## config.mk

```make
export PLATFORM = sky130hd
export DESIGN_NAME = hazard_scoreboard
export DESIGN_NICKNAME = d
export VERILOG_FILES = /design/src/rtl/hazard_pkg.sv /design/src/rtl/hazard_match.sv /design/src/rtl/hazard_scoreboard.sv
export SDC_FILE = /design/constraint.sdc
export NUM_CORES = 1
export LEC_CHECK = 0
export ABC_AREA = 1
export CAP_MARGIN = 20
export CORE_MARGIN = 2
export CORE_UTILIZATION = 35
export DETAILED_ROUTE_END_ITERATION = 12
export GPL_ROUTABILITY_DRIVEN = 0
export PLACE_DENSITY = 0.53
export SKIP_LAST_GASP = 1
export SYNTH_ARGS = -nofsm -noshare
export SYNTH_HDL_FRONTEND = slang
export SYNTH_SLANG_ARGS = --single-unit
```

## constraint.sdc

```tcl
create_clock -name clk -period 3.8 [get_ports clk]
set_input_delay 0.76 -clock clk [delete_from_list [all_inputs] [get_ports clk]]
set_output_delay 0.76 -clock clk [all_outputs]
set_load 0.01 [all_outputs]
```

## src/rtl/hazard_pkg.sv

```systemverilog
// Shared definitions for the hazard scoreboard.
// - FWD_RF : fwd_sel code meaning "take the operand from the register file"
// - tag_t  : one tracked pipeline entry. Fields are sized for the largest
//            supported configuration (TAG_AW address bits, TAG_NSRC sources).
//            Narrower instances zero-extend their addresses into it, so
//            equality compares are unaffected.
package hazard_pkg;

  localparam int TAG_AW   = 8;
  localparam int TAG_NSRC = 4;
  localparam int FWD_RF   = 0;

  typedef struct packed {
    logic                             valid;
    logic                             reg_write;
    logic                             is_load;
    logic [TAG_AW-1:0]                dest;
    logic [TAG_NSRC-1:0][TAG_AW-1:0]  src;
    logic [TAG_NSRC-1:0]              src_used;
  } tag_t;

  localparam tag_t TAG_BUBBLE = '0;

endpackage

```

## src/rtl/hazard_match.sv

```systemverilog
// One producer/consumer dependency comparator.
// Ports:
//   prod_valid_i, prod_reg_write_i, prod_dest_i : older instruction (producer)
//   cons_valid_i, cons_used_i, cons_src_i       : younger instruction's source
//   match_o                                     : consumer reads producer's result
module hazard_match
  import hazard_pkg::*;
#(
  parameter int R0_ZERO = 1
) (
  input  logic              prod_valid_i,
  input  logic              prod_reg_write_i,
  input  logic [TAG_AW-1:0] prod_dest_i,
  input  logic              cons_valid_i,
  input  logic              cons_used_i,
  input  logic [TAG_AW-1:0] cons_src_i,
  output logic              match_o
);

  logic addr_ok;

  // r0 is hardwired zero when R0_ZERO is set, so it never creates a dependency
  assign addr_ok = (R0_ZERO == 0) || (cons_src_i != '0);

  assign match_o = prod_valid_i & prod_reg_write_i & cons_valid_i & cons_used_i &
                   (prod_dest_i == cons_src_i) & addr_ok;

endmodule

```

## src/rtl/hazard_scoreboard.sv

```systemverilog
// In-order pipeline hazard scoreboard: tracks DEPTH stages after ID, detects
// load-use hazards (stall), selects forwarding sources for the EX stage and
// inserts bubbles after a branch/jump flush.
// Ports:
//   clk, rst                 : clock, async active-high reset
//   id_valid/src/src_used    : ID-stage instruction and its source operands
//   id_dest/reg_write/is_load: ID-stage destination info
//   flush                    : redirect pulse
//   stall                    : hold PC and IF/ID (combinational)
//   fwd_sel                  : per-source EX select, 0 = register file,
//                              k = value from stage k+1
//   ex_valid                 : stage 1 holds a real instruction
//   flush_active             : flush bubbles are being inserted
//   stall_cnt                : saturating count of stall cycles
module hazard_scoreboard
  import hazard_pkg::*;
#(
  parameter int ADDR_W       = 3,
  parameter int NUM_SRC      = 2,
  parameter int DEPTH        = 3,
  parameter int FLUSH_CYCLES = 2,
  parameter int R0_ZERO      = 1,
  localparam int SEL_W       = $clog2(DEPTH)
) (
  input  logic                      clk,
  input  logic                      rst,
  input  logic                      id_valid,
  input  logic [NUM_SRC*ADDR_W-1:0] id_src,
  input  logic [NUM_SRC-1:0]        id_src_used,
  input  logic [ADDR_W-1:0]         id_dest,
  input  logic                      id_reg_write,
  input  logic                      id_is_load,
  input  logic                      flush,
  output logic                      stall,
  output logic [NUM_SRC*SEL_W-1:0]  fwd_sel,
  output logic                      ex_valid,
  output logic                      flush_active,
  output logic [15:0]               stall_cnt
);

  tag_t                          tag_q [1:DEPTH];
  tag_t                          id_tag;
  tag_t                          tag1_d;
  logic [NUM_SRC-1:0]            ld_hit;
  logic [DEPTH:2][NUM_SRC-1:0]   fwd_hit;
  logic [2:0]                    flush_cnt_q, flush_cnt_d;
  logic [15:0]                   stall_cnt_q, stall_cnt_d;
  logic                          issue;

  // Widen the ID instruction into the shared tag record
  always_comb begin
    id_tag           = TAG_BUBBLE;
    id_tag.valid     = id_valid;
    id_tag.reg_write = id_reg_write;
    id_tag.is_load   = id_is_load;
    id_tag.dest      = TAG_AW'(id_dest);
    for (int s = 0; s < NUM_SRC; s++) begin
      id_tag.src[s]      = TAG_AW'(id_src[s*ADDR_W +: ADDR_W]);
      id_tag.src_used[s] = id_src_used[s];
    end
  end

  genvar gs, gk;
  for (gs = 0; gs < NUM_SRC; gs++) begin : g_src
    // ID source vs. stage 1 (load-use check)
    hazard_match #(.R0_ZERO(R0_ZERO)) u_ld (
      .prod_valid_i     (tag_q[1].valid),
      .prod_reg_write_i (tag_q[1].reg_write),
      .prod_dest_i      (tag_q[1].dest),
      .cons_valid_i     (id_tag.valid),
      .cons_used_i      (id_tag.src_used[gs]),
      .cons_src_i       (id_tag.src[gs]),
      .match_o          (ld_hit[gs])
    );
    // EX source vs. every older tracked stage (forwarding)
    for (gk = 2; gk <= DEPTH; gk++) begin : g_stg
      hazard_match #(.R0_ZERO(R0_ZERO)) u_fwd (
        .prod_valid_i     (tag_q[gk].valid),
        .prod_reg_write_i (tag_q[gk].reg_write),
        .prod_dest_i      (tag_q[gk].dest),
        .cons_valid_i     (tag_q[1].valid),
        .cons_used_i      (tag_q[1].src_used[gs]),
        .cons_src_i       (tag_q[1].src[gs]),
        .match_o          (fwd_hit[gk][gs])
      );
    end
  end

  // A load in EX cannot forward in time; a flush discards ID anyway, so it wins
  assign stall = (|ld_hit) & tag_q[1].is_load & ~flush & ~flush_active;

  // Youngest producer wins: scan oldest to newest so the lowest stage sticks
  always_comb begin
    fwd_sel = '0;
    for (int s = 0; s < NUM_SRC; s++) begin
      fwd_sel[s*SEL_W +: SEL_W] = SEL_W'(FWD_RF);
      for (int k = DEPTH; k >= 2; k--) begin
        if (fwd_hit[k][s]) fwd_sel[s*SEL_W +: SEL_W] = SEL_W'(k - 1);
      end
    end
  end

  assign flush_active = (flush_cnt_q != 3'd0);
  assign issue        = id_valid & ~stall & ~flush_active & ~flush;
  assign tag1_d       = issue ? id_tag : TAG_BUBBLE;

  always_comb begin
    flush_cnt_d = flush_cnt_q;
    if (flush)             flush_cnt_d = 3'(FLUSH_CYCLES);
    else if (flush_active) flush_cnt_d = flush_cnt_q - 3'd1;
  end

  always_comb begin
    stall_cnt_d = stall_cnt_q;
    if (stall && stall_cnt_q != 16'hFFFF) stall_cnt_d = stall_cnt_q + 16'd1;
  end

  always_ff @(posedge clk or posedge rst) begin
    if (rst) begin
      for (int k = 1; k <= DEPTH; k++) tag_q[k] <= TAG_BUBBLE;
      flush_cnt_q <= 3'd0;
      stall_cnt_q <= 16'd0;
    end else begin
      tag_q[1] <= tag1_d;
      for (int k = 2; k <= DEPTH; k++) tag_q[k] <= tag_q[k-1];
      flush_cnt_q <= flush_cnt_d;
      stall_cnt_q <= stall_cnt_d;
    end
  end

  assign ex_valid  = tag_q[1].valid;
  assign stall_cnt = stall_cnt_q;

endmodule

```

==> results.yml, run 1 <==
status:
  status: "finished with violations"
  violations: "DRC"
drt:
  drc: 2
  ant_nets: 0
  drt-total-wl_um: 5090
  post_drt_wl_per_cell_um: 12.0
  first_pass_iters: 11
  via_count: 1985
  drtIter0Drc: 83
  via_per_inst: 4.66
logic_synthesis:
  synthAdderAreaFrac: 0.0161
  synth_warnings: 0
  synth_cell_types: 26
  synth_top_family_by_area: "simple AND/OR/NAND/NOR gates"
  synth_compound_area_frac: 0.0305
  synth_xor_area_frac: 0.0375
  synth_nets: 326
  syn_inst: 306
  ys_ff_latch: 43
  avgSynthCellArea_um2: 7.64
  seq_area_frac_synth: 0.460
  synth_top_area_share: 0.460
  yosys.area.top_type: "dfrtp_1"
  synth_mux_area_frac: 0
  synth_area_leaders: "dfrtp_1, nand2_1, inv_1, nand4_1, nor2_1"
  synth_area_um2: 2340
  synthSimpleGateAreaFrac: 0.361
sta:
  grt_setup_unrepaired: "false"
  hold_viol_final: 0
  max_freq_mhz: 322
  clock_skew_ns: 0.00427
  tightest_slew_ns: 0.548
  setup_slack_ns: 0.699
  post-route-period-util: 0.816
  finalCriticalPeriod_ns: 3.10
  holdWs_ns: 0.384
  final_max_slew_viol_count: 0
  relSlewSlack: 0.635
  finalSetupTns_ns: 0
  finalSetupViolCount: 0
worst_setup_path:
  arrival_ns: 2.34
  start_kind: "primary input"
  r2r_cells: 10
  path_class: "in2out"
  required_ns: 3.04
  critPathCaptureType: "output pin"
  cp_max_fo: 3
clock_network:
  h-tree-depth: 2
  post_cts_resized: 0
  cts_setup_buffers: 0
  clk_latency_ns: 0.30
  clkTransAtPathRegs_ns: 0.09
  cts_buffer_depth: 2
  cts_buffers: 5
  cts.sinks: 43
  cts_root_buf: "clkbuf_8"
  tritoncts: "yes"
  ctsHoldBuffers: 0
floorplanning:
  placeableCoreArea_um2: 6420
  rows: 29
  die_x_um: 85.7
  die_area_um2: 7350
  start_util: 0.364
  die_y_um: 85.7
  io_pins: 40
placed_design:
  post-place-ws_ns: 0.697
  dpl.hpwl_um: 3690
  placedCellCount: 418
  io_buffers: 39
global_route:
  grt_pass1_wl_um: 8960
  grt_pass1_vias: 1842
  grt_use_total: 0.154
  grt_max_degree: 44
  antenna_found_initial: 0
  grt-ovfl-total: 0
layout:
  finalNonFillerCells: 426
  fill_cells: 640
  drive_above_1_share: 0.0630
  insertedDiodeCount: 0
  nets: 368
  areaGrowthSynthToFinish_pct: 24.5
pwr:
  p_leak_nw: 1.42
  p_per_area_nw_per_um2: 344
  vdd_drop_max_v: 0.000241
  finalPower_w: 0.00100
job:
  maxCapViolCount: 0
worst_hold_path:
  min_path_cells: 0
  hp-class: "reg2reg"
==> layout by cell type, fill, tap and decap left out, types with 3 or more instances in the layout <==
cell type,netlist,layout
clkbuf_8,0,5
a21oi_1,4,4
nor2_1,32,32
nand4_1,25,25
ha_1,3,3
nand2_1,97,97
xor2_1,4,4
buf_4,3,3
nand3_1,15,15
clkdlybuf4s50_1,0,39
xnor2_1,6,6
dfrtp_1,43,43
o21ai_0,6,6
inv_1,46,45
==> cells in the mapped netlist, drive strengths merged <==
library cell,number
or2,2
inv,46
nand2,98
nor4,2
nor2,36
a21oi,4
xor2,4
nand4,26
o22ai,1
dfrtp,43
xnor2,6
nor3,3
a22oi,1
o211ai,1
o21ai,6
ha,3
buf,7
nand3,17
==> stage by stage <==
step | cell area (µm²) | util
after detailed placement | 2800 | 0.436
after floorplan | 2340 | -
after global routing | 2910 | 0.453
after global placement | 2800 | 0.436
final | 2910 | 0.453
after CTS | 2910 | 0.453
==> flip-flops by register name (all words and copies together) (netlist names) <==
name / cells
stall_cnt: 16
flush_cnt_q: 3
ex_valid: 1
tag_q: 23
==> worst max-delay path, cell delays in order <==
cell and delay (ns):
clkdlybuf4s50_1 0.50, inv_1 0.07, nand2_1 0.05, nand2_1 0.05, nor2_1 0.09, nand3_1 0.09
nand2_2 0.08, nand2_1 0.07, inv_1 0.06, clkdlybuf4s50_1 0.52
==> path summary, 6_finish.rpt <==
path                            slack, ns      endpoint      startpoint
worst max-delay path                 0.70         stall       id_src[0]
worst max register to register       1.76  stall_cnt[8]  flush_cnt_q[0]
max in group asynchronous            2.53     tag_q[99]             rst
worst min-delay path                 0.38     tag_q[46]       tag_q[93]
min in group asynchronous            0.88  stall_cnt[7]             rst
worst min register to register       0.38     tag_q[46]       tag_q[93]
==> metal layers <==
layer,up-vias,routed length (µm),global-route usage
li1,1055,-,-
met1,895,2690,0.229
met2,30,2180,0.227
met3,5,166,0.0298
met4,0,57,0.0476
met5,-,0,0
==> logic make-up after synthesis <==
group / count (synthesis)
buffers and inverters: 53
adders and majority gates: 3
AOI/OAI and AO/OA: 13
DFF: 43
and+or+nand+nor: 184
xor gates and xnor gates: 10
==> power breakdown <==
part | switching, W | internal, W
Combinational | 0.0000752 | 0.0000608
Sequential | 0.0000174 | 0.000485
Clock | 0.000166 | 0.000196
==> layout make-up <==
cell class	instances	area (µm²)	area share
Clock buffer	5	68.8	0.0236
Clock inverter	3	43.8	0.0150
Inverter	46	173	0.0593
Multi-Input combinational cell	210	1040	0.357
Sequential cell	43	1080	0.370
Tap cell	77	96.3	0.0331
Timing Repair Buffer	42	413	0.142
Note: power is estimated with default switching activity, not from simulation.
==> inputs of run 2 (changes only) <==
Clock period 3.8 ns to 3.05 ns, I/O delays scaled along.
==> run 2 against run 1 <==
The flow now finishes without violations. Worst setup slack got worse by 0.43 ns. Critical endpoint unchanged. Clock skew barely moved. Critical path type unchanged. Combinational power rose by 28%. Highest routed layer unchanged.
==> results.yml, run 2 (synthesis results as in run 1) <==
pwr:
  p_leak_nw: 1.42
  seqPwrFrac: 0.522
  swShare: 0.261
  comb_power_share: 0.145
  vdd_drop_max_v: 0.000277
  switchingPower_w: 0.000314
  pwr-share-clk: 0.334
  p_int_w: 0.000890
  p_per_area_nw_per_um2: 414
layout:
  final_util: 0.453
  fill_cells: 630
  insertedDiodeCount: 0
  seq_area_um2: 1080
  multiInputGateArea_um2: 1040
  final_common_cell: "nand2_1"
  final_cell_mix: "nand2_1, inv_1, dfrtp_1"
  largest_register_ffs: 23
  largest-register: "tag_q"
  drive_above_1_share: 0.0657
  nets: 369
  areaGrowthSynthToFinish_pct: 24.5
floorplanning:
  placeableCoreArea_um2: 6420
  start_util: 0.364
  die_x_um: 85.7
  io_pins: 40
  die_y_um: 85.7
  die_area_um2: 7350
  rows: 29
worst_hold_path:
  hp-class: "reg2reg"
  min_path_cells: 0
  worstHoldStart: "tag_q[139]"
  whs_endpoint: "tag_q[92]"
clock_network:
  cts.sinks: 43
  post_cts_resized: 0
  cts_buffer_depth: 2
  ctsHoldBuffers: 0
  cts_root_buf: "clkbuf_8"
  clkTransAtPathRegs_ns: 0.08
  tritoncts: "yes"
  cts_buffers: 5
  clk_latency_ns: 0.29
  h-tree-depth: 2
  cts_setup_buffers: 0
sta:
  tightest_slew_ns: 0.540
  finalCriticalPeriod_ns: 2.79
  finalSetupViolCount: 0
  clock_skew_ns: 0.00401
  post-route-period-util: 0.913
  finalSetupTns_ns: 0
  relSlewSlack: 0.640
  hold_viol_final: 0
  max_freq_mhz: 359
  holdWs_ns: 0.387
  grt_setup_unrepaired: "false"
  final_max_slew_viol_count: 0
  setup_slack_ns: 0.264
worst_setup_path:
  arrival_ns: 2.18
  reg2reg_to: "stall_cnt[7]"
  path_class: "in2out"
  worstReg2RegStart: "stall_cnt[0]"
  cp_max_fo: 3
  r2r_slack_ns: 1.08
  crit_path_start: "id_src[0]"
  r2r_cells: 7
  start_kind: "primary input"
  required_ns: 2.44
  critPathCaptureType: "output pin"
drt:
  met3WireLength_um: 215
  highest_layer: "met4"
  drtIter0Drc: 93
  post_drt_wl_per_cell_um: 12.0
  wl_met2_um: 2220
  drt-total-wl_um: 5110
  wl_met1_um: 2590
  first_pass_iters: 6
  drc: 0
  via_count: 2024
  via_per_inst: 4.74
  ant_nets: 0
job:
  maxCapViolCount: 0
status:
  status: "finished, final reports clean"
global_route:
  grt_max_degree: 44
  grt_use_total: 0.155
  grt_pass1_vias: 1890
  grt-ovfl-total: 0
  grt_pass1_wl_um: 9080
  antenna_found_initial: 0
placed_design:
  io_buffers: 39
  post-place-ws_ns: 0.260
  dpl.hpwl_um: 3820
[run 2: routing by layer]
layer	vias to the layer above	GRT usage
met2	47	0.232
met3	6	0.0327
li1	1053	-
met1	918	0.225
met4	0	0.0519
met5	-	0
[run 2: layout make-up]
type | count | share of cell area
clock buffers | 7 | 0.0331
well taps | 77 | 0.0331
inverters | 46 | 0.0594
clock inverters | 1 | 0.00258
multi-input cells | 210 | 0.357
repair buffers | 43 | 0.145
flip-flops and latches | 43 | 0.370
[run 2: power by group through the flow]
| stage | combinational [W] | sequential (W) | clock [W] |
|---|---|---|---|
| after detailed placement | 0.000175 | 0.000640 | 0 |
| after global placement | 0.000172 | 0.000639 | 0 |
| final | 0.000174 | 0.000628 | 0.000402 |
| after CTS | 0.000177 | 0.000628 | 0.000424 |
| after floorplan | 0.000112 | 0.000633 | 0 |
| after global routing | 0.000204 | 0.000633 | 0.000447 |
[run 2: critical path, cell delays in order]
cell             delay [ns]
clkdlybuf4s50_1        0.50
inv_1                  0.06
nand2_1                0.06
nand2_1                0.05
nor2_1                 0.08
nand3_1                0.09
nand2_2                0.08
nand2_1                0.06
inv_1                  0.06
clkdlybuf4s50_1        0.52
[run 2: worst max path at each step]
stage	to	slack [ns]	depth (start not counted)
after detailed placement	stall	0.26	8
after global placement	stall	0.25	8
after CTS	stall	0.25	8
final	stall	0.26	10
after floorplan	stall	1.17	8
after global routing	stall	0.10	10
[run 2: stage by stage]
stage                     cells  area (µm²)  power, W
final                       427        2910   0.00120
after global routing        427        2910   0.00128
after CTS                   427        2910   0.00123
after detailed placement    419        2810  0.000815
after floorplan             306        2340  0.000745
after global placement      419        2810  0.000811
==> inputs of run 3 (changes only) <==
Settings changed: CORE_MARGIN 2 to 10, CTS_BUF_LIST from default to sky130_fd_sc_hd__clkbuf_4 sky130_fd_sc_hd__clkbuf_8 sky130_fd_sc_hd__clkbuf_16.
==> run 3 against run 2 <==
First-iteration DRC count increased by 25%. Total power down 3.6%. Worst setup slack lost 0.021 ns. Maximum frequency shrank 0.76%. Clock power is 11% lower. Utilization fell by 0.33 points. Hold slack got worse by 0.0052 ns. Sequential share of layout area increased by 0.27 points. Die area rose by 41%. Critical endpoint unchanged. Highest routed layer unchanged.
==> results.yml, run 3 (synthesis results as in run 1) <==
worst_setup_path:
  r2r_cells: 7
  worstReg2RegStart: "stall_cnt[0]"
  arrival_ns: 2.20
  reg2reg_to: "stall_cnt[13]"
  cp_common_cell: "nand2_1"
  worstPathCellList: "clkdlybuf4s50_1 > inv_1 > nand2_1 > nand2_1 > nor2_1 > nand3_1 > nand2_2 > nand2_1 > inv_1 > clkdlybuf4s50_1"
  cp_slowest_cell: "clkdlybuf4s50_1"
  crit_buf_inv: 4
  cp_max_fo: 3
  start_kind: "primary input"
  path_delay_family: "buffers and inverters"
  crit_path_max_incr_delay_ns: 0.54
  critPathCaptureType: "output pin"
  required_ns: 2.44
  r2r_slack_ns: 1.06
  path_class: "in2out"
placed_design:
  placedCellCount: 419
  io_buffers: 39
  dpl.hpwl_um: 4220
  place_area_um2: 2810
floorplanning:
  die_y_um: 102
  start_util: 0.364
  die_area_um2: 10300
  placeableCoreArea_um2: 6420
  rows: 29
  die_x_um: 102
  io_pins: 40
sta:
  finalCriticalPeriod_ns: 2.81
  clock_skew_ns: 0.00397
  final_max_slew_viol_count: 0
  grt_setup_unrepaired: "false"
  relSlewSlack: 0.639
  finalSetupViolCount: 0
  finalSetupTns_ns: 0
  post-route-period-util: 0.920
  tightest_slew_ns: 0.542
  max_freq_mhz: 356
  hold_viol_final: 0
global_route:
  grt_use_total: 0.112
  grt_pass1_vias: 1828
  grt_max_degree: 44
  grt-ovfl-total: 0
  antenna_found_initial: 0
  grt_pass1_wl_um: 9270
worst_hold_path:
  min_path_cells: 0
  worstHoldStart: "tag_q[139]"
  hp-class: "reg2reg"
  whs_endpoint: "tag_q[92]"
drt:
  drt-total-wl_um: 5580
  first_pass_iters: 4
  drtIter0Drc: 116
  via_count: 2007
  ant_nets: 0
  post_drt_wl_per_cell_um: 13.1
  via_per_inst: 4.71
  drc: 0
clock_network:
  cts_root_buf: "clkbuf_8"
  cts.sinks: 43
  h-tree-depth: 2
  clk_latency_ns: 0.30
  tritoncts: "yes"
  cts_buffer_depth: 2
  post_cts_resized: 0
  cts_setup_buffers: 0
  ctsHoldBuffers: 0
  cts_buffers: 5
  clkTransAtPathRegs_ns: 0.08
pwr:
  p_per_area_nw_per_um2: 402
  finalPower_w: 0.00116
  vdd_drop_max_v: 0.000329
  p_leak_nw: 1.42
job:
  maxCapViolCount: 0
layout:
  drive_above_1_share: 0.0630
  areaGrowthSynthToFinish_pct: 23.6
  largest_register_ffs: 23
  final_cell_mix: "nand2_1, inv_1, dfrtp_1"
  design_area_um2: 2890
  finalNonFillerCells: 426
  final_util: 0.450
  final_common_cell: "nand2_1"
  fill_cells: 645
  largest-register: "tag_q"
  nets: 369
  insertedDiodeCount: 0
status:
  status: "finished, final reports clean"
==> run 3: cell types whose count changed in the layout (fill, tap and decap cells not counted), sizes merged <==
cell | before | now
clkbuf | 7 | 5
clkinv | 1 | 3
clkinvlp | 1 | 0
==> run 3: how the worst max path moves through the flow <==
stage                   startpoint     to  slack [ns]  cells past startpoint
floorplan           flush_cnt_q[0]  stall        1.17                      8
global placement         id_src[1]  stall        0.27                     10
detailed placement       id_src[1]  stall        0.24                     10
CTS                       id_valid  stall        0.24                      8
global route             id_src[1]  stall        0.10                     10
finish                   id_src[1]  stall        0.24                     10
==> run 3: layout make-up <==
cell class              instances  area (µm²)  share of cell area
clock buffers                   5        68.8              0.0238
clock inverters                 2        13.8             0.00477
inverters                      46         173              0.0598
multi-input cells             210        1040               0.360
flip-flops and latches         43        1080               0.373
well taps                      77        96.3              0.0334
repair buffers                 43         420               0.146
==> run 3: per-stage QoR <==
| stage | setup WS, ns | hold WS [ns] |
|---|---|---|
| floorplan | 1.17 | 0.354 |
| detailed placement | 0.242 | 0.366 |
| CTS | 0.238 | 0.389 |
| global route | 0.102 | 0.390 |
| global placement | 0.272 | 0.360 |
| finish | 0.243 | 0.382 |
==> run 3: layer usage <==
metal,GRT usage,up-vias,part of all wire
met5,0,-,0
met4,0.0429,0,0.015
met3,0.0245,7,0.038
met2,0.170,28,0.46
met1,0.151,915,0.48
li1,-,1057,-
==> run 3: worst register-to-register path: stages (launching register included) <==
cell and delay (ns):
dfrtp_1 0.45, ha_1 0.31, nand3_2 0.16, nor2_4 0.18
nand4_4 0.29, nand3_2 0.37, nand2_1 0.09, nand2_1 0.08
==> run 3: power by group <==
part           internal, W  total (W)  switching, W  leakage (nW)
registers         0.000605   0.000628     0.0000237         0.593
logic            0.0000786   0.000173     0.0000942         0.778
clock network     0.000157   0.000359      0.000202        0.0440
